--- config.mk ---
export PLATFORM = sky130hd
export DESIGN_NAME = gate_bank_pipe
export DESIGN_NICKNAME = d
export VERILOG_FILES = /design/src/rtl/gate_pkg.sv /design/src/rtl/gate_bank_pipe_slice.sv /design/src/rtl/gate_bank_pipe.sv
export SDC_FILE = /design/constraint.sdc
export NUM_CORES = 1
export LEC_CHECK = 0
export ABC_AREA = 1
export CORE_AREA = 8 8 81 111
export DETAILED_ROUTE_END_ITERATION = 8
export DIE_AREA = 0 0 89 119
export PLACE_DENSITY_LB_ADDON = 0.1
export SETUP_SLACK_MARGIN = 0.05
export SYNTH_ARGS = -nofsm -noshare
export SYNTH_HDL_FRONTEND = slang
export SYNTH_SLANG_ARGS = --single-unit
--- constraint.sdc ---
create_clock -name clk -period 3.91 [get_ports clk]
set_clock_uncertainty 0.15 [all_clocks]
set_input_delay 0.782 -clock clk [delete_from_list [all_inputs] [get_ports clk]]
set_output_delay 0.782 -clock clk [all_outputs]
set_load 0.01 [all_outputs]
--- src/rtl/gate_pkg.sv ---
// gate_bank_pipe shared definitions.
// Gate slot indices in the packed result bus and FSM state encoding.
package gate_pkg;

  localparam int GATE_AND  = 0;
  localparam int GATE_OR   = 1;
  localparam int GATE_NAND = 2;
  localparam int GATE_NOR  = 3;
  localparam int GATE_XOR  = 4;
  localparam int GATE_XNOR = 5;
  localparam int GATE_NUM  = 6;

  typedef enum logic {
    ST_IDLE = 1'b0,
    ST_ACC  = 1'b1
  } state_e;

endpackage

--- src/rtl/gate_bank_pipe_slice.sv ---
// gate_slice: combinational six-function evaluator.
// Result bus is {xnor,xor,nor,nand,or,and}, WIDTH bits per slot.
module gate_slice
  import gate_pkg::*;
#(
  parameter int WIDTH = 8
) (
  input  logic [WIDTH-1:0]          a_i,
  input  logic [WIDTH-1:0]          b_i,
  output logic [GATE_NUM*WIDTH-1:0] ot_o
);

  // evaluate all six gates in parallel
  always_comb begin
    ot_o = '0;
    ot_o[GATE_AND*WIDTH  +: WIDTH] = a_i & b_i;
    ot_o[GATE_OR*WIDTH   +: WIDTH] = a_i | b_i;
    ot_o[GATE_NAND*WIDTH +: WIDTH] = ~(a_i & b_i);
    ot_o[GATE_NOR*WIDTH  +: WIDTH] = ~(a_i | b_i);
    ot_o[GATE_XOR*WIDTH  +: WIDTH] = a_i ^ b_i;
    ot_o[GATE_XNOR*WIDTH +: WIDTH] = ~(a_i ^ b_i);
  end

endmodule

--- src/rtl/gate_bank_pipe.sv ---
// gate_bank_pipe: pipelined six-gate bank with packet accumulate mode.
// Optional GATE_STATS_EN adds saturating beat_cnt / pkt_cnt outputs.
module gate_bank_pipe
  import gate_pkg::*;
#(
  parameter int WIDTH = 8,
  parameter int CNT_W = 16
) (
  input  logic                      clk,
  input  logic                      rst_n,
  input  logic                      in_valid,
  output logic                      in_ready,
  input  logic                      in_last,
  input  logic                      mode,
  input  logic [WIDTH-1:0]          a,
  input  logic [WIDTH-1:0]          b,
  output logic                      out_valid,
  input  logic                      out_ready,
  output logic [GATE_NUM*WIDTH-1:0] ot,
`ifdef GATE_STATS_EN
  output logic [CNT_W-1:0]          beat_cnt,
  output logic [CNT_W-1:0]          pkt_cnt,
`endif
  output logic                      out_last
);

  state_e                    state_q, state_d;
  logic [WIDTH-1:0]          acc_and_q, acc_or_q, acc_xor_q;
  logic [WIDTH-1:0]          fold_and, fold_or, fold_xor;
  logic                      out_valid_q, out_last_q;
  logic [GATE_NUM*WIDTH-1:0] ot_q;
  logic [GATE_NUM*WIDTH-1:0] beat_ot, acc_ot, res_ot;
  logic                      accept, emit, start_pkt;

  gate_slice #(.WIDTH(WIDTH)) u_slice (
    .a_i  (a),
    .b_i  (b),
    .ot_o (beat_ot)
  );

  // non-last packet beats bypass the output stage
  always_comb begin
    in_ready = !out_valid_q || out_ready
            || (state_q == ST_ACC && !in_last);
    accept   = in_valid && in_ready;
  end

  // accumulator fold including the current beat
  always_comb begin
    fold_and = acc_and_q & a & b;
    fold_or  = acc_or_q | a | b;
    fold_xor = acc_xor_q ^ a ^ b;
    acc_ot   = '0;
    acc_ot[GATE_AND*WIDTH  +: WIDTH] = fold_and;
    acc_ot[GATE_OR*WIDTH   +: WIDTH] = fold_or;
    acc_ot[GATE_NAND*WIDTH +: WIDTH] = ~fold_and;
    acc_ot[GATE_NOR*WIDTH  +: WIDTH] = ~fold_or;
    acc_ot[GATE_XOR*WIDTH  +: WIDTH] = fold_xor;
    acc_ot[GATE_XNOR*WIDTH +: WIDTH] = ~fold_xor;
    res_ot   = (state_q == ST_ACC) ? acc_ot : beat_ot;
  end

  // packet FSM next state and emit decision
  always_comb begin
    state_d   = state_q;
    emit      = 1'b0;
    start_pkt = 1'b0;
    if (accept) begin
      unique case (state_q)
        ST_IDLE: begin
          if (mode && !in_last) begin
            state_d   = ST_ACC;
            start_pkt = 1'b1;
          end else begin
            emit = 1'b1;
          end
        end
        ST_ACC: begin
          if (in_last) begin
            state_d = ST_IDLE;
            emit    = 1'b1;
          end
        end
        default: state_d = ST_IDLE;
      endcase
    end
  end

  // FSM state register
  always_ff @(posedge clk or negedge rst_n) begin
    if (!rst_n) state_q <= ST_IDLE;
    else        state_q <= state_d;
  end

  // accumulators: first beat loads, later beats fold
  always_ff @(posedge clk or negedge rst_n) begin
    if (!rst_n) begin
      acc_and_q <= '0;
      acc_or_q  <= '0;
      acc_xor_q <= '0;
    end else if (start_pkt) begin
      acc_and_q <= a & b;
      acc_or_q  <= a | b;
      acc_xor_q <= a ^ b;
    end else if (accept && state_q == ST_ACC) begin
      acc_and_q <= fold_and;
      acc_or_q  <= fold_or;
      acc_xor_q <= fold_xor;
    end
  end

  // single output register, reloadable while draining
  always_ff @(posedge clk or negedge rst_n) begin
    if (!rst_n) begin
      out_valid_q <= 1'b0;
      out_last_q  <= 1'b0;
      ot_q        <= '0;
    end else if (emit) begin
      out_valid_q <= 1'b1;
      out_last_q  <= 1'b1;
      ot_q        <= res_ot;
    end else if (out_ready) begin
      out_valid_q <= 1'b0;
    end
  end

  assign out_valid = out_valid_q;
  assign out_last  = out_last_q;
  assign ot        = ot_q;

`ifdef GATE_STATS_EN
  logic [CNT_W-1:0] beat_cnt_q, pkt_cnt_q;

  // saturating beat / result counters
  always_ff @(posedge clk or negedge rst_n) begin
    if (!rst_n) begin
      beat_cnt_q <= '0;
      pkt_cnt_q  <= '0;
    end else begin
      if (accept && beat_cnt_q != '1) beat_cnt_q <= beat_cnt_q + 1'b1;
      if (emit && pkt_cnt_q != '1)    pkt_cnt_q  <= pkt_cnt_q + 1'b1;
    end
  end

  assign beat_cnt = beat_cnt_q;
  assign pkt_cnt  = pkt_cnt_q;
`else
  if (CNT_W < 1) begin : g_cnt_w_unused
  end
`endif

endmodule

[After elaboration in Yosys (flattened, before gate mapping)]
Index checks and enable logic that the tools add are counted.
Storage, ports and cells
  input port bits: 22
  logic and storage cells: 51
  register bits: 75
Operators by class
  multiplexer cells: 18
  bitwise operators: 16
  reduce and logical (&&, ||, !) cells: 10
Operators with widths (number)
  48-bit 2-to-1 mux: 1
  8-bit 2-to-1 mux: 6
  8-bit inverter: 6
  8-bit bitwise AND: 3
  8-bit OR: 3
  8-bit XOR: 3
  1-bit 2-to-1 mux: 9
  1-bit logical AND: 4
  1-bit case mux with 2 select lines: 2
  2-bit nonzero test: 2
  1-bit logical NOT: 2
  1-bit logical OR: 2
  1-bit inverter: 1

[Longest topological paths before layout]
  depth after elaboration: 7
  gate-level depth with buffers: 9

[Modules after synthesis]
Synthesis repeated with hierarchy kept, for this count alone.
Second synthesis, totals
  cell total of the unflattened synthesis: 621
  area total of the unflattened synthesis: 4621.9 µm²
By module, submodules not included
  gate_bank_pipe: seq. area each 1876.8 µm², cells an instance 549, instances 1, area each 4071.4 µm²
  gate_slice: seq. area each 0.0 µm², cells an instance 72, instances 1, area each 550.5 µm²

[Worst setup path before layout]
OpenSTA, ideal clock, no wires.
  path type: input to output
  from: input in_last
  to: output in_ready
  required time: 2.978 ns
  path slack: 1.763 ns
  arrival: 1.215 ns
  cell stages on the path: 4
  cell sequence: inv_2 > nand2_1 > nand3_2 > buf_2
On the way
  longest elaborated chain between the ends: 3
Ends and longest elaborated chain
  start: declaration: RTL line gate_bank_pipe.sv:13  | input logic in_last,
  1-bit logical NOT: RTL line gate_bank_pipe.sv:44  | || (state_q == ST_ACC && !in_last);
  1-bit logical AND: RTL line gate_bank_pipe.sv:44
  1-bit logical OR: RTL line gate_bank_pipe.sv:44
  end: declaration: RTL line gate_bank_pipe.sv:12  | output logic in_ready,
Every way passes these cells.

[Final worst setup path]
Ends and elaborated chain as after synthesis.

==> impl_metrics.json <==
{
  "fmax_mhz": 341,
  "ys_seq_elements": 75,
  "required_ns": 2.98,
  "cp.arrival_ns": 2.00,
  "grt_first_pass_wirelength_mm": 16.3,
  "cts.hold.buffers_added": 0,
  "p_leak_nw": 2.57,
  "dr.pass1.iters": 4,
  "status": "completed",
  "final_nets": 623,
  "fp.dieW_um": 89,
  "ys_seq_area_frac": 0.466,
  "drv_slew": 0,
  "r2r-end": "acc_and_q[6]",
  "cts_root_buffer": "clkbuf_8",
  "synthArstFlopShare": 1.00,
  "p_switching_w": 0.000871,
  "fin_tns_setup_ns": 0,
  "synthDistinctLibCells": 24,
  "syn_nets": 560,
  "startpoint_type": "input port",
  "clock_power_share": 0.237,
  "ioPinCount": 73,
  "synthFlopType": "dfrtp_1",
  "wl_mm": 9.60,
  "intPower_w": 0.00169,
  "hpwl_mm": 6.61,
  "synth_edf_count": 0,
  "crit_slowest_cell": "clkdlybuf4s50_1",
  "routed_via_density": 5.18,
  "critPathMaxStageDelay_ns": 0.57,
  "peakVddDrop_uv": 299,
  "p_sw_frac": 0.340,
  "post_cts_resized": 0,
  "gr-usage-met3": 0.0275,
  "antenna_left": 0,
  "endpoint": "in_ready",
  "grt_busiest_layer": "met2",
  "die_area_um2": 10600,
  "fin_crit_sh": 0.751,
  "grt_util_met1": 0.221,
  "yosys_warnings": 0,
  "placementRows": 37,
  "crit_path_end_kind": "primary output",
  "met2_usage": 0.330,
  "initial_utilization": 0.551,
  "period_minus_slack_ns": 2.94,
  "io_buffers": 72,
  "cp_num_cells": 5,
  "startpoint": "in_last",
  "clk_path_buf_depth": 2,
  "pwr-share-seq": 0.420,
  "combPwrFrac": 0.343,
  "cts_made_buffers": 9,
  "timing.rr.start": "state_q",
  "tightest_slew_ns": 0.939,
  "crit_top_cell": "clkdlybuf4s50_1",
  "finalWeightedCongestion": 0.806,
  "setup_violations": 0,
  "multi_input_area_um2": 1760,
  "final_core_util": 0.672,
  "regToRegSetupSlack_ns": 1.83,
  "cts_tree": "yes",
  "worst-path-buf-inv": 3,
  "path_delay_family": "buffers and inverters",
  "dp_cells": 671,
  "critPathMaxFanout": 4,
  "n_fill_cell": 682,
  "n_antenna_cell": 0,
  "final_cells": 687,
  "vias": 3558,
  "rsz0062_at_grt": "no",
  "clk-insertion-delay-late_ns": 0.36,
  "coreArea_um2": 7310,
  "seqCellArea_um2": 1880,
  "synth_cells": 522,
  "timing.slew.headroom": 0.374,
  "cts_setup_buffers": 0,
  "criticalPathCategory": "in2out",
  "drcViolationCount": 0,
  "finalHoldViolCount": 0,
  "hp-class": "reg2reg",
  "overflow": 0,
  "clkSinkCount": 75,
  "avgSynthCellArea_um2": 7.72,
  "grt_max_degree": 76,
  "powerDensity_nw_per_um2": 520,
  "htreeDepth": 3,
  "drt_iter0_markers": 209,
  "first_global_vias": 3623,
  "area_growth_pct": 22.0,
  "fp.dieH_um": 119,
  "rr_worst_depth": 6,
  "antenna_found_initial": 0,
  "path_cells": "clkdlybuf4s50_1 > inv_2 > nand2_1 > nand3_2 > clkdlybuf4s50_1",
  "drive_gt1_frac": 0.0610,
  "drv_cap": 0,
  "syn_area_um2": 4030,
  "grt_usage": 0.195,
  "clk_pin_slew_ns": 0.07,
  "post_drt_wl_per_cell_um": 14.0
}
==> per-layer routing <==
metal	vias to the layer above	part of all wire
met4	0	0.037
met5	-	0
li1	1771	-
met1	1682	0.42
met2	82	0.50
met3	23	0.044
==> Yosys cell counts (3+ instances only) <==
master,n,area (µm²)
buf_2,9,45.0
buf_4,4,30.0
buf_6,9,101
dfrtp_1,75,1880
ha_1,16,200
inv_1,51,191
inv_2,4,15.0
nand2_1,214,803
nand3_1,59,295
nand4_1,10,62.6
nor2_1,12,45.0
o21ai_0,33,165
o21ai_1,6,30.0
o21ai_2,3,26.3
o21bai_1,5,37.5
==> power groups by stage <==
stage	clock network, W	logic (W)	registers (W)
after global routing	0.000640	0.000985	0.00110
after floorplan	0	0.000422	0.00114
after global placement	0	0.000866	0.00108
after detailed placement	0	0.000887	0.00109
after CTS	0.000622	0.000892	0.00108
final	0.000606	0.000877	0.00107
==> stage by stage <==
stage          hold slack (ns)  cell area [µm²]  setup slack (ns)  power, W
3_5_place_dp             0.303             4710             0.973   0.00198
4_1_cts                  0.322             4910             0.962   0.00259
5_1_grt                  0.334             4910             0.928   0.00273
2_1_floorplan            0.299             4030              1.76   0.00156
6_report                 0.317             4910             0.974   0.00256
3_3_place_gp             0.304             4710             0.967   0.00195
==> worst reg2reg max path: stages, from the launching register on <==
cell	delay (ns)
dfrtp_1	0.38
buf_4	0.27
nor2_4	0.46
inv_2	0.26
or2_2	0.33
nand3_1	0.07
nand2_1	0.06
==> cell usage in the layout, fill, tap and decap left out, drive strengths merged <==
| master | count |
|---|---|
| nand2 | 215 |
| nand4 | 10 |
| or2 | 2 |
| clkinv | 4 |
| clkinvlp | 1 |
| dfrtp | 75 |
| ha | 16 |
| o21bai | 5 |
| nor2 | 14 |
| clkdlybuf4s50 | 71 |
| nand3 | 61 |
| clkbuf | 10 |
| bufinv | 1 |
| a21oi | 3 |
| buf | 4 |
| o21ai | 42 |
| inv | 56 |
==> cell families (layout without fill, tap and decap cells) <==
logic type               count (synthesis)  after routing  share of synthesized area
AND/OR/NAND/NOR                        302            302                      0.318
buffers and inverters                   79            147                     0.0975
flip-flops                              75             75                      0.466
AO/OA/AOI/OAI                           50             50                     0.0689
adder cells (fa/ha/maj)                 16             16                     0.0497
==> sequential cells by signal (all words and copies together), names as in the netlist <==
signal     flops
out_valid      1
state_q        1
acc_or_q       8
out_last       1
acc_xor_q      8
ot            48
acc_and_q      8
==> worst min path at each step <==
stage / startpoint / end / slack (ns) / depth (start not counted)
floorplan: acc_and_q[1] / acc_and_q[1] / 0.30 / 2
global placement: out_last / out_last / 0.30 / 1
detailed placement: out_last / out_last / 0.30 / 1
CTS: out_last / out_last / 0.32 / 1
global route: out_last / out_last / 0.33 / 1
finish: out_last / out_last / 0.32 / 1
==> cell type report <==
| cell class | instances | share of cell area |
|---|---|---|
| clock buffer | 10 | 0.0280 |
| clock inverter | 6 | 0.0132 |
| inverter | 56 | 0.0433 |
| multi-input combinational | 368 | 0.358 |
| sequential | 75 | 0.382 |
| tap | 97 | 0.0247 |
| timing repair buffer | 75 | 0.151 |
Note: power is estimated with default switching activity, not from simulation.
